### src/rtl/frame_stream_source.sv
// Frame streamer: walks a frame buffer in linear address order and emits
// each pixel as an Avalon-ST packet beat (one packet per frame). Reads are
// credit-limited so the 2-entry output FIFO can never overflow, while still
// sustaining one beat per cycle when the sink is always ready.
module frame_stream_source #(
  parameter int WIDTH  = 320,
  parameter int HEIGHT = 240,
  parameter int ADDR_W = 17
) (
  input  logic              clk_clk,
  input  logic              reset_reset_n,
  input  logic              enable,
  output logic              rd_en,
  output logic [ADDR_W-1:0] rd_addr,
  input  logic [11:0]       rd_data,
  output logic              src_valid,
  input  logic              src_ready,
  output logic [11:0]       src_data,
  output logic              src_startofpacket,
  output logic              src_endofpacket,
  output logic              busy,
  output logic              frame_done
);

  localparam int unsigned       NPIX      = WIDTH * HEIGHT;
  localparam logic [ADDR_W-1:0] LAST_ADDR = ADDR_W'(NPIX - 1);

  typedef enum logic [1:0] {IDLE, STREAM, FLUSH} state_t;

  // Packet framing flags travelling with a read.
  typedef struct packed {
    logic sop;
    logic eop;
  } tag_t;

  // One FIFO entry.
  typedef struct packed {
    logic [11:0] data;
    logic        sop;
    logic        eop;
  } beat_t;

  state_t      state_q, state_d;
  logic        vld_pipe_q;   // a read issued last cycle; rd_data valid now
  tag_t        tag_q;        // framing flags of that read
  beat_t       fifo_mem [2];
  logic        wr_ptr, rd_ptr;
  logic [1:0]  fifo_cnt;
  logic        push, pop;
  logic [2:0]  credits_used;
  beat_t       head;

  assign push         = vld_pipe_q;
  assign src_valid    = (fifo_cnt != 2'd0);
  assign pop          = src_valid & src_ready;
  assign credits_used = {1'b0, fifo_cnt} + {2'b00, vld_pipe_q};
  assign busy         = (state_q != IDLE);

  // State register.
  always_ff @(posedge clk_clk or negedge reset_reset_n) begin
    if (!reset_reset_n) state_q <= IDLE;
    else                state_q <= state_d;
  end

  // Next state, read strobe and completion pulse. A beat popped this cycle
  // frees its slot at the same edge the new read is launched, so it is
  // credited back immediately; that is what allows full throughput.
  always_comb begin
    state_d    = state_q;
    rd_en      = 1'b0;
    frame_done = 1'b0;
    case (state_q)
      IDLE: begin
        if (enable) state_d = STREAM;
      end
      STREAM: begin
        if (credits_used < (3'd2 + {2'b00, pop})) rd_en = 1'b1;
        if (rd_en && (rd_addr == LAST_ADDR)) state_d = FLUSH;
      end
      FLUSH: begin
        if ((fifo_cnt == 2'd0) && !vld_pipe_q) begin
          frame_done = 1'b1;
          state_d    = IDLE;
        end
      end
      default: state_d = IDLE;
    endcase
  end

  // Read address: parked at 0 in IDLE so every frame starts at pixel 0.
  always_ff @(posedge clk_clk or negedge reset_reset_n) begin
    if (!reset_reset_n)        rd_addr <= '0;
    else if (state_q == IDLE)  rd_addr <= '0;
    else if (rd_en)            rd_addr <= rd_addr + 1'b1;
  end

  // Track the single in-flight read and its framing flags.
  always_ff @(posedge clk_clk or negedge reset_reset_n) begin
    if (!reset_reset_n) begin
      vld_pipe_q <= 1'b0;
      tag_q      <= '0;
    end else begin
      vld_pipe_q <= rd_en;
      if (rd_en) begin
        tag_q.sop <= (rd_addr == '0);
        tag_q.eop <= (rd_addr == LAST_ADDR);
      end
    end
  end

  // FIFO storage and pointers; returning read data is written unconditionally
  // because the credit rule guarantees a free slot.
  always_ff @(posedge clk_clk or negedge reset_reset_n) begin
    if (!reset_reset_n) begin
      fifo_mem[0] <= '0;
      fifo_mem[1] <= '0;
      wr_ptr      <= 1'b0;
      rd_ptr      <= 1'b0;
    end else begin
      if (push) begin
        fifo_mem[wr_ptr] <= '{data: rd_data, sop: tag_q.sop, eop: tag_q.eop};
        wr_ptr           <= ~wr_ptr;
      end
      if (pop) rd_ptr <= ~rd_ptr;
    end
  end

  // Occupancy; simultaneous push and pop leaves it unchanged.
  always_ff @(posedge clk_clk or negedge reset_reset_n) begin
    if (!reset_reset_n) fifo_cnt <= 2'd0;
    else begin
      case ({push, pop})
        2'b10:   fifo_cnt <= fifo_cnt + 2'd1;
        2'b01:   fifo_cnt <= fifo_cnt - 2'd1;
        default: fifo_cnt <= fifo_cnt;
      endcase
    end
  end

  // Source outputs come straight from the FIFO head, zeroed when empty.
  always_comb begin
    head              = fifo_mem[rd_ptr];
    src_data          = src_valid ? head.data : 12'h000;
    src_startofpacket = src_valid & head.sop;
    src_endofpacket   = src_valid & head.eop;
  end

endmodule

### config.mk
export PLATFORM = sky130hd
export DESIGN_NAME = frame_stream_source
export DESIGN_NICKNAME = d
export VERILOG_FILES = /design/src/rtl/frame_stream_source.sv
export SDC_FILE = /design/constraint.sdc
export NUM_CORES = 1
export LEC_CHECK = 0
export ABC_AREA = 1
export CAP_MARGIN = 10
export CORE_MARGIN = 3
export CORE_UTILIZATION = 45
export DETAILED_ROUTE_END_ITERATION = 10
export GPL_TIMING_DRIVEN = 0
export PLACE_DENSITY = 0.79
export RECOVER_POWER = 25
export SLEW_MARGIN = 20
export SYNTH_ARGS = -nofsm -noshare
export SYNTH_HDL_FRONTEND = slang
export SYNTH_SLANG_ARGS = --single-unit
### constraint.sdc
create_clock -name clk_clk -period 4 [get_ports clk_clk]
set_input_delay 0.4 -clock clk_clk [delete_from_list [all_inputs] [get_ports clk_clk]]
set_output_delay 0.4 -clock clk_clk [all_outputs]
set_load 0.1 [all_outputs]
**Word level (Yosys, flattened, before mapping)**

Index checks and enable logic that the tools add are counted.
W data, S select, Z words.

- Flip-flop bits (word level): 54
- Bits in latches: 0
- RAM bits: 0
- Memory bits (read-only): 0
- Bits of input ports: 16
- Output and inout bits: 35
- Memories: 0

- Add/sub/neg operators: 5
- Multipliers: 0
- Divide/modulo/power cells: 0
- Order comparisons: 4
- Eq/ne operators: 8
- Shift operators: 0
- Multiplexer cells: 19
- Bitwise gates (word level): 7
- Reductions and logical operators: 12

Operator list:

| kind | number |
|---|---|
| $mux W14 | 4 |
| $mux W17 | 2 |
| $bwmux W28 | 1 |
| $add A17 B1 Y17 const B | 1 |
| $eq A17 B17 Y1 const B | 1 |
| $logic_not A17 Y1 | 1 |
| $demux W14 S1 | 1 |
| $mux W12 | 1 |
| $reduce_bool A2 Y1 | 4 |
| $mux W2 | 3 |
| $ne A2 B2 Y1 const B | 3 |
| $pmux W2 S3 | 1 |
| $mux W1 | 5 |
| $eq A2 B1 Y1 const B | 2 |
| $eq A2 B2 Y1 const B | 2 |
| $ge A2 B2 Y1 const B | 2 |
| $logic_not A2 Y1 | 2 |
| $not A1 Y2 | 2 |
| $pmux W2 S2 | 1 |
| $add A2 B1 Y3 | 1 |
| $add A2 B1 Y3 const A | 1 |
| $and A1 B1 Y1 | 3 |
| $logic_and A1 B1 Y1 | 3 |
| $lt A3 B3 Y1 | 1 |
| 6 further kinds | 7 |

**Depth between registers and ports, before layout**

Gate-level depths: netlist of run 1.

- Depth in word-level cells: 9
- Gate-level depth with buffers: 9

**Worst setup path before layout of run 1**

No wires, ideal clock.

- Path kind: flip-flop to output port
- Start: reg fifo_cnt[0]
- End: out src_data[10]
- Arrival time: 2.575 ns
- Data required time: 3.600 ns
- Slack: 1.025 ns
- Stages on the path, launching flop included: 6
- Path buffers: 1
- Path through: dfrtp_1 > inv_2 > nand2_4 > inv_1 > clkbuf_1 > a21oi_1

- Cells in the longest elaborated chain, start to end: 2

RTL lines:

| element | RTL line | text |
|---|---|---|
| start, declared | 48 | `logic [1:0] fifo_cnt;` |
| start signal, assigned | 133 | `2'b10: fifo_cnt <= fifo_cnt + 2'd1;` |
| start signal, assigned | 134 | `2'b01: fifo_cnt <= fifo_cnt - 2'd1;` |
| start signal, assigned | 135 | `default: fifo_cnt <= fifo_cnt;` |
| $reduce_bool A2 Y1 | 54 | `assign src_valid = (fifo_cnt != 2'd0);` |
| net src_valid | 16 | `output logic src_valid,` |
| $mux W12 | 143 | `src_data = src_valid ? head.data : 12'h000;` |
| end, declared | 18 | `output logic [11:0] src_data,` |

The timed path passes the listed nets, and every way through them passes these cells.

**Final worst setup path of run 1**

- Start: reg fifo_cnt[0]
- End: out rd_en

- Cells in the longest elaborated chain, start to end: 7

RTL lines:

| element | RTL line | text |
|---|---|---|
| $reduce_bool A2 Y1 | 54 |  |
| $and A1 B1 Y1 | 55 | `assign pop = src_valid & src_ready;` |
| $add A2 B1 Y3 | 77 | `if (credits_used < (3'd2 + {2'b00, pop})) rd_en = 1'b1;` |
| $lt A3 B3 Y1 * | 77 |  |
| $mux W1 * | 77 |  |
| $mux W1 * (2 in a row) | 72 | `case (state_q)` |
| end, declared | 13 | `output logic rd_en,` |

Mark *: on every way between the ends. The rest lies on a longest branch, timed or not. The select of a mux whose other input is x is not followed.

==> results.toml, run 1 <==
[clock_tree]
cts.sinks = 54
cts_setup_buffers = 0
h-tree-depth = 2
hold_buffers = 0
tritoncts = "done"
postCtsResizedCells = 0
cts_made_buffers = 5
ctsLongestPathBuffers = 2
root_buffer = "clkbuf_8"
clk_pin_slew_worst_paths_ps = 120
clk_latency_ps = 330

[worst_hold_path]
hold_end = "fifo_mem[19]$_DFFE_PN0P_"
hp-class = "flop to flop"
whs_path_depth = 2
min_from = "fifo_mem[19]$_DFFE_PN0P_"

[synth]
ys_seq_elements = 54
synth-async-reset-ratio = 1.00
synth_common_cells = "121 x nand2_1, 54 x dfrtp_1, 44 x inv_1"
yosysUniqueCellTypes = 28
synth_nets = 393
synth_edf_count = 0
ys_warn_count = 0
yosys.area.top_type_share = 0.479
yosys.area.top_type = "dfrtp_1"
yosys.cell_count.top_type = "nand2_1"
netlist_area_um2 = 2820
yosys-top-cells-area = "dfrtp_1 48%, nand2_1 16%, o21ai_0 7.6%"
synth_ff_type = "dfrtp_1"
seq_area_frac_synth = 0.479
synth_cells = 372
syn_avg_cell_area_um2 = 7.58

[route]
wl_per_cell_um = 13.5
first_pass_iters = 4
postRouteAntennaNets = 0
drc_errors = 0
drt-total-wl_mm = 6.84
drtIter0Drc = 109
vias = 2620
viasPerCell = 5.19

[critical_path]
criticalPathCategory = "flop to primary output"
cp_slowest_cell = "clkdlybuf4s50_1"
max_stage_delay_ps = 1140
rr_endpoint = "rd_addr[2]$_DFFE_PN0P_"
critPathArrivalTime_ps = 2980
reg2reg_depth = 8
endpoint_kind = "primary output"
crit_buf_inv = 3
cp_common_cell = "ha_1"
reg2reg_from = "fifo_cnt[0]$_DFFE_PN0P_"
crit_fanout = 11
required_ps = 3600
worst_setup_path_start_kind = "flop"
cp_cell_sequence = "ha_1 -> ha_1 -> nand2_2 -> nand3_4 -> inv_6 -> buf_12 -> clkdlybuf4s50_1"
reg2reg_slack_ps = 2180
crit_family = "buffers and inverters"

[sta]
skew_ps = 13.8
fmax_mhz = 296
postLayoutSetupSlackWorst_ps = 622
rsz0062_at_grt = "false"
report.final.slew_viol_count = 55
slew_headroom = -0.900
tightest_slew_ps = 2850
hold_ws_ps = 500
finalSetupViolCount = 0
final.setup.tns_ps = 0
min_period_ps = 3380
hold_violations = 0
fin_crit_sh = 0.844

[die]
io_pins = 51
die_y_um = 85.2
core_area_um2 = 5990
rows = 28
die_w_um = 85.2
die-area_um2 = 7250
start_util = 0.471

[run]
drv_cap = 1

[global_routing]
grt_pass1_vias = 2595
grt_pass1_wl_mm = 11.6
groute.usage.overall = 0.200
grt_max_degree = 55
grt.overflow.total = 0
antenna_found_initial = 0

[finish]
area_growth_pct = 24.3
layout.nets = 450
antenna_cells = 0
drive_gt1_frac = 0.0535

[placed_design]
dp_hpwl_mm = 4.74
place_congestion = 0.922
port_buffers = 50
place_ws_ps = 946

[status]
outcome = "finished, violations left"
violations = "max-capacitance violations, max-slew violations"
sequential cells by signal, indices dropped and copies added, names as in the netlist:
name,count
tag_q,2
wr_ptr,1
fifo_mem,28
rd_addr,17
fifo_cnt,2
push,1
state_q,2
rd_ptr,1
layout by cell type (no fill, tap or decap), types with 2 or more instances in the layout:
cell / synthesis / final
a21oi_1: 15 / 15
xor2_1: 4 / 4
nand3_1: 12 / 12
ha_1: 5 / 5
nand2_2: 3 / 3
buf_2: 3 / 3
nor2_1: 33 / 33
o21ai_1: 2 / 2
dfrtp_1: 54 / 54
nand2_1: 121 / 121
inv_1: 44 / 44
clkdlybuf4s50_1: 0 / 49
nor4_1: 2 / 2
nand2_4: 2 / 2
o21ai_0: 43 / 43
inv_6: 1 / 2
clkbuf_8: 0 / 5
nand4_1: 11 / 11
clkbuf_1: 6 / 7
worst register-to-register path, delay by kind of cell, from the launching register on:
kind	cells	cell delay [ps]
and+or+nand+nor	5	610
buffers and inverters	1	150
adders and majority gates	2	510
DFF	1	460
layer usage:
metal | GRT usage | wire [µm] | vias to the layer above
met2 | 0.330 | 3140 | 79
met3 | 0.0505 | 407 | 14
met1 | 0.257 | 3130 | 1239
met5 | 0 | 0 | -
li1 | - | - | 1288
met4 | 0.0705 | 161 | 0
through the flow:
stage                util  cell area, µm²  std cells
finish              0.585            3510        505
global route        0.585            3510        505
CTS                 0.586            3510        505
detailed placement  0.570            3410        497
global placement    0.570            3410        497
floorplan               -            2820        372
cell type report:
type / instances / area (µm²)
Clock inverter: 3 / 28.8
Clock buffer: 5 / 68.8
Buffer: 11 / 65.1
Multi-Input combinational cell: 261 / 1230
Fill cell: 557 / 2480
Timing Repair Buffer: 50 / 494
Inverter: 46 / 178
Sequential cell: 54 / 1350
Tap cell: 75 / 93.8
logic make-up (layout without fill, tap and decap cells):
family | Yosys count | in the layout | synth area share
compound gates | 62 | 62 | 0.111
xor+xnor | 5 | 5 | 0.0155
fa+ha+maj | 5 | 5 | 0.0222
buf+inv | 57 | 115 | 0.0861
flops | 54 | 54 | 0.479
simple gates | 189 | 189 | 0.286
worst max path at each step:
stage | startpoint | endpoint | cells after the start
floorplan | fifo_cnt[0]$_DFFE_PN0P_ | src_data[10] | 5
global placement | reset_reset_n | rd_addr[13]$_DFFE_PN0P_ | 1
detailed placement | src_ready | rd_en | 7
CTS | fifo_cnt[0]$_DFFE_PN0P_ | rd_en | 7
global route | fifo_cnt[0]$_DFFE_PN0P_ | rd_en | 7
finish | fifo_cnt[0]$_DFFE_PN0P_ | rd_en | 7
Power of run 1 is left out: the tool's default activity adds up to more than one toggle a clock period on the data nets, which glitch-free logic cannot reach.
==> inputs of run 2 (changes only) <==
PLACE_DENSITY = 0.82   (was 0.79)
clock period = 2.9 ns   (was 4 ns; I/O delays follow)
==> run 2 against run 1 <==
Effect of this change: core utilization shrank 0.25 points; final area fell by 0.43%; non-clock buffer count unchanged; critical path depth fell by 2; via count grew 0.42%; flip-flop and latch count did not move; first-iteration DRC count grew 29%; global-route usage is 0.29 points lower; the run now ends clean; wire length decreased by 0.42%; hold slack got worse by 250 ps.
==> results.toml, run 2 (same netlist as run 1, synthesis figures left out) <==
[critical_path]
endpoint_kind = "primary output"
cp_slowest_cell = "dlygate4sd2_1"
max_stage_delay_ps = 870
critPathArrivalTime_ps = 2490
required_ps = 2610
cp_common_cell = "clkbuf_1"
worst_setup_path_start_kind = "flop"
criticalPathCategory = "flop to primary output"
crit_fanout = 10
cp_cell_sequence = "clkbuf_1 -> clkbuf_1 -> nand2_1 -> a21oi_1 -> dlygate4sd2_1"

[die]
die-area_um2 = 7250
die_w_um = 85.2
start_util = 0.471
io_pins = 51
core_area_um2 = 5990
die_y_um = 85.2
rows = 28

[sta]
slew_headroom = 0.136
final.setup.tns_ps = 0
report.final.slew_viol_count = 0
fin_crit_sh = 0.958
skew_ps = 6.65
fmax_mhz = 360
min_period_ps = 2780
rsz0062_at_grt = "false"
postLayoutSetupSlackWorst_ps = 121
hold_violations = 0
tightest_slew_ps = 1300
finalSetupViolCount = 0

[finish]
area_growth_pct = 23.8
design_area_um2 = 3490
final_common_cell = "nand2_1"
largest-register = "fifo_mem"
antenna_cells = 0
drive_gt1_frac = 0.0674
top_regs = "fifo_mem (28), rd_addr (17)"
largest_register_ff_count = 28
layout_common_cells = "121 x nand2_1, 54 x dfrtp_1, 44 x inv_1, 43 x o21ai_0, 38 x clkdlybuf4s50_1"
layout.nets = 450

[status]
outcome = "completed"

[clock_tree]
clk_pin_slew_worst_paths_ps = 100
cts.sinks = 54
ctsLongestPathBuffers = 2
cts_setup_buffers = 0
h-tree-depth = 2
clk_latency_ps = 310
cts_made_buffers = 5
root_buffer = "clkbuf_8"
hold_buffers = 0
tritoncts = "done"

[route]
postRouteAntennaNets = 0
first_pass_iters = 6
drt-total-wl_mm = 6.81
wl_per_cell_um = 13.5
drtIter0Drc = 141
viasPerCell = 5.21
vias = 2631
drc_errors = 0

[worst_hold_path]
hp-class = "input pin to async pin"

[run]
drv_cap = 0

[placed_design]
post_dp_cell_area_um2 = 3410
place_congestion = 0.912
port_buffers = 50
place_ws_ps = 5.46
dp_hpwl_mm = 4.78

[global_routing]
grt_max_degree = 55
antenna_found_initial = 0
grt_pass1_vias = 2504
groute.usage.overall = 0.198
grt_pass1_wl_mm = 11.7
grt.overflow.total = 0
## run 2: cell types whose count changed in the layout (fill, tap and decap cells not counted)
cell and change:
clkdlybuf4s50_1 -11, clkdlybuf4s15_1 +1, inv_6 -1, clkinv_4 -1, clkbuf_2 +6, bufinv_16 +1
clkdlybuf4s15_2 +1, clkinvlp_4 +1, dlygate4sd2_1 +4, inv_8 -1
## run 2: worst paths after layout
path	startpoint	end	slack (ps)	depth (start not counted)
max	rd_ptr$_DFFE_PN0P_	src_data[1]	120	5
min	reset_reset_n	fifo_mem[13]$_DFFE_PN0P_	250	1
max reg2reg	fifo_cnt[0]$_DFFE_PN0P_	rd_addr[11]$_DFFE_PN0P_	1100	8
min reg2reg	fifo_mem[15]$_DFFE_PN0P_	fifo_mem[15]$_DFFE_PN0P_	490	2
max in group asynchronous	reset_reset_n	rd_addr[14]$_DFFE_PN0P_	1870	1
min in group clk_clk	fifo_mem[15]$_DFFE_PN0P_	fifo_mem[15]$_DFFE_PN0P_	490	2
## run 2: critical path, delay by kind of cell, from the launching register on
family                 cells  cell delay, ps
AOI/OAI and AO/OA          1             160
DFF                        1             330
and+or+nand+nor            1             100
buffers and inverters      3            1580
## run 2: cell type report
type                            instances  area (µm²)
Tap cell                               75        93.8
Sequential cell                        54        1350
Clock buffer                            6        72.6
Fill cell                             532        2500
Buffer                                 11        65.1
Multi-Input combinational cell        261        1230
Timing Repair Buffer                   50         467
Inverter                               46         178
Clock inverter                          2        37.5
## run 2: through the flow
| stage | util | instances | hold WS (ps) |
|---|---|---|---|
| 2_1_floorplan | - | 372 | -5.59 |
| 3_3_place_gp | 0.570 | 497 | 466 |
| 3_5_place_dp | 0.570 | 497 | 374 |
| 4_1_cts | 0.586 | 505 | 35.1 |
| 5_1_grt | 0.583 | 505 | 392 |
| 6_report | 0.583 | 505 | 254 |
## run 2: timing repair
item                                   in CTS  in global routing
setup endpoints to repair                  11                  6
endpoints found under the hold margin       0                  0
resized for setup                          13                 11
## run 2: routing by layer
layer / up-vias / routed length (µm) / track usage
met5: - / 0 / 0
met3: 13 / 485 / 0.0330
met4: 0 / 98 / 0.0647
met1: 1234 / 3040 / 0.283
li1: 1287 / - / -
met2: 97 / 3180 / 0.306
Power of run 2 is left out for the same reason.
==> inputs of run 3 (changes only) <==
CTS_CLUSTER_SIZE = 10   (was default)
PLACE_DENSITY = default   (was 0.82)
PLACE_DENSITY_LB_ADDON = 0.2   (was default)
==> run 3 against run 2 <==
Effect of this change: clock skew shrank 0.92 ps; critical endpoint is now frame_done; core utilization shrank 0.77 points; critical path type unchanged; hold slack improved by 34 ps; worst setup slack improved by 60 ps; via count fell by 1.6%; first-iteration DRC count is 25% higher; global-route usage rose by 0.75 points; non-clock buffer count unchanged; critical path depth increased by 1; sequential share of layout area is 0.52 points higher; register-to-register slack improved by 20 ps.
==> results.toml, run 3 (same netlist as run 1, synthesis figures left out) <==
[route]
drtIter0Drc = 176
drt-total-wl_mm = 6.97
vias = 2590
viasPerCell = 5.14
postRouteAntennaNets = 0
drc_errors = 0
wl_per_cell_um = 13.8
first_pass_iters = 5

[clock_tree]
hold_buffers = 0
cts.sinks = 54
postCtsResizedCells = 13
cts_setup_buffers = 0
tritoncts = "done"
cts_made_buffers = 5
h-tree-depth = 2
clk_pin_slew_worst_paths_ps = 90
clk_latency_ps = 300
root_buffer = "clkbuf_8"
ctsLongestPathBuffers = 2

[critical_path]
cp-startpoint = "fifo_cnt[0]$_DFFE_PN0P_"
reg2reg_from = "fifo_cnt[0]$_DFFE_PN0P_"
cp_cell_sequence = "inv_2 -> nand2_4 -> inv_1 -> nand2_1 -> nor2_1 -> clkdlybuf4s50_1"
crit_family = "buffers and inverters"
crit_buf_inv = 3
worst_setup_path_start_kind = "flop"
max_stage_delay_ps = 1140
crit_fanout = 7
cp_slowest_cell = "clkdlybuf4s50_1"
required_ps = 2610
endpoint_kind = "primary output"
critPathArrivalTime_ps = 2430
criticalPathCategory = "flop to primary output"

[finish]
final_common_cell = "nand2_1"
fillers = 576
ff_latch_area_um2 = 1350
largest_register_ff_count = 28
antenna_cells = 0
largest-register = "fifo_mem"
area_growth_pct = 22.1
layout.nets = 450
top_regs = "fifo_mem (28), rd_addr (17)"
layout_common_cells = "121 x nand2_1, 54 x dfrtp_1, 44 x inv_1, 43 x o21ai_0, 38 x clkdlybuf4s50_1"
multiInputGateArea_um2 = 1230
utilization = 0.575
drive_gt1_frac = 0.0746

[sta]
final.setup.tns_ps = 0
slew_headroom = 0.104
hold_violations = 0
hold_ws_ps = 288
skew_ps = 5.72
report.final.slew_viol_count = 0
finalSetupViolCount = 0
rsz0062_at_grt = "false"
fmax_mhz = 368
postLayoutSetupSlackWorst_ps = 181
tightest_slew_ps = 1340
min_period_ps = 2720
fin_crit_sh = 0.938

[global_routing]
grtUsageMet3 = 0.0369
grt.busiest_layer = "met2"
grt_pass1_vias = 2552
antenna_found_initial = 0
groute.usage.overall = 0.205
grt.overflow.total = 0
grt_pass1_wl_mm = 12.0
use_met1 = 0.295
grt_max_degree = 55
grtUsageMet2 = 0.315

[die]
rows = 28
core_area_um2 = 5990
die-area_um2 = 7250
start_util = 0.471
io_pins = 51
die_w_um = 85.2
die_y_um = 85.2

[status]
outcome = "completed"

[placed_design]
port_buffers = 50
place_congestion = 0.883
place_ws_ps = -1.42
dp_hpwl_mm = 4.95

[run]
drv_cap = 0

[worst_hold_path]
hp-class = "input pin to async pin"
run 3: cell count changes in the layout (fill, tap and decap cells not counted), sizes merged:
cell | before | now
clkdlybuf4s15 | 2 | 1
dlygate4sd2 | 4 | 1
clkbuf | 18 | 22
bufinv | 1 | 0
run 3: cell type report:
cell class / count / area share
Buffer: 11 / 0.0189
Clock buffer: 6 / 0.0211
Tap cell: 75 / 0.0272
Timing Repair Buffer: 50 / 0.131
Sequential cell: 54 / 0.392
Multi-Input combinational cell: 261 / 0.356
Inverter: 46 / 0.0516
Clock inverter: 1 / 0.00218
run 3: path summary, 6_finish.rpt:
path | slack, ps | cells past startpoint | to
setup / recovery | 180 | 6 | frame_done
hold reg to reg | 490 | 2 | fifo_mem[3]$_DFFE_PN0P_
max in group asynchronous | 1820 | 1 | rd_addr[15]$_DFFE_PN0P_
hold / removal | 290 | 1 | rd_addr[10]$_DFFE_PN0P_
setup reg to reg | 1120 | 8 | rd_addr[2]$_DFFE_PN0P_
min in group clk_clk | 490 | 2 | fifo_mem[3]$_DFFE_PN0P_
run 3: metal layers:
| layer | wire (µm) | share of wire |
|---|---|---|
| met1 | 3360 | 0.48 |
| met2 | 3250 | 0.47 |
| met3 | 264 | 0.038 |
| met4 | 95 | 0.014 |
| met5 | 0 | 0 |
run 3: worst reg2reg max path: cells and delay by family (launching register included):
kind	cells	cell delay, ps
DFF	1	450
and+or+nand+nor	5	580
buffers and inverters	1	150
adders and majority gates	2	510
run 3: through the flow:
step,instances,cell area [µm²]
5_1_grt,504,3440
3_5_place_dp,497,3410
4_1_cts,504,3480
6_report,504,3440
2_1_floorplan,372,2820
3_3_place_gp,497,3410
Power of run 3 is left out for the same reason.
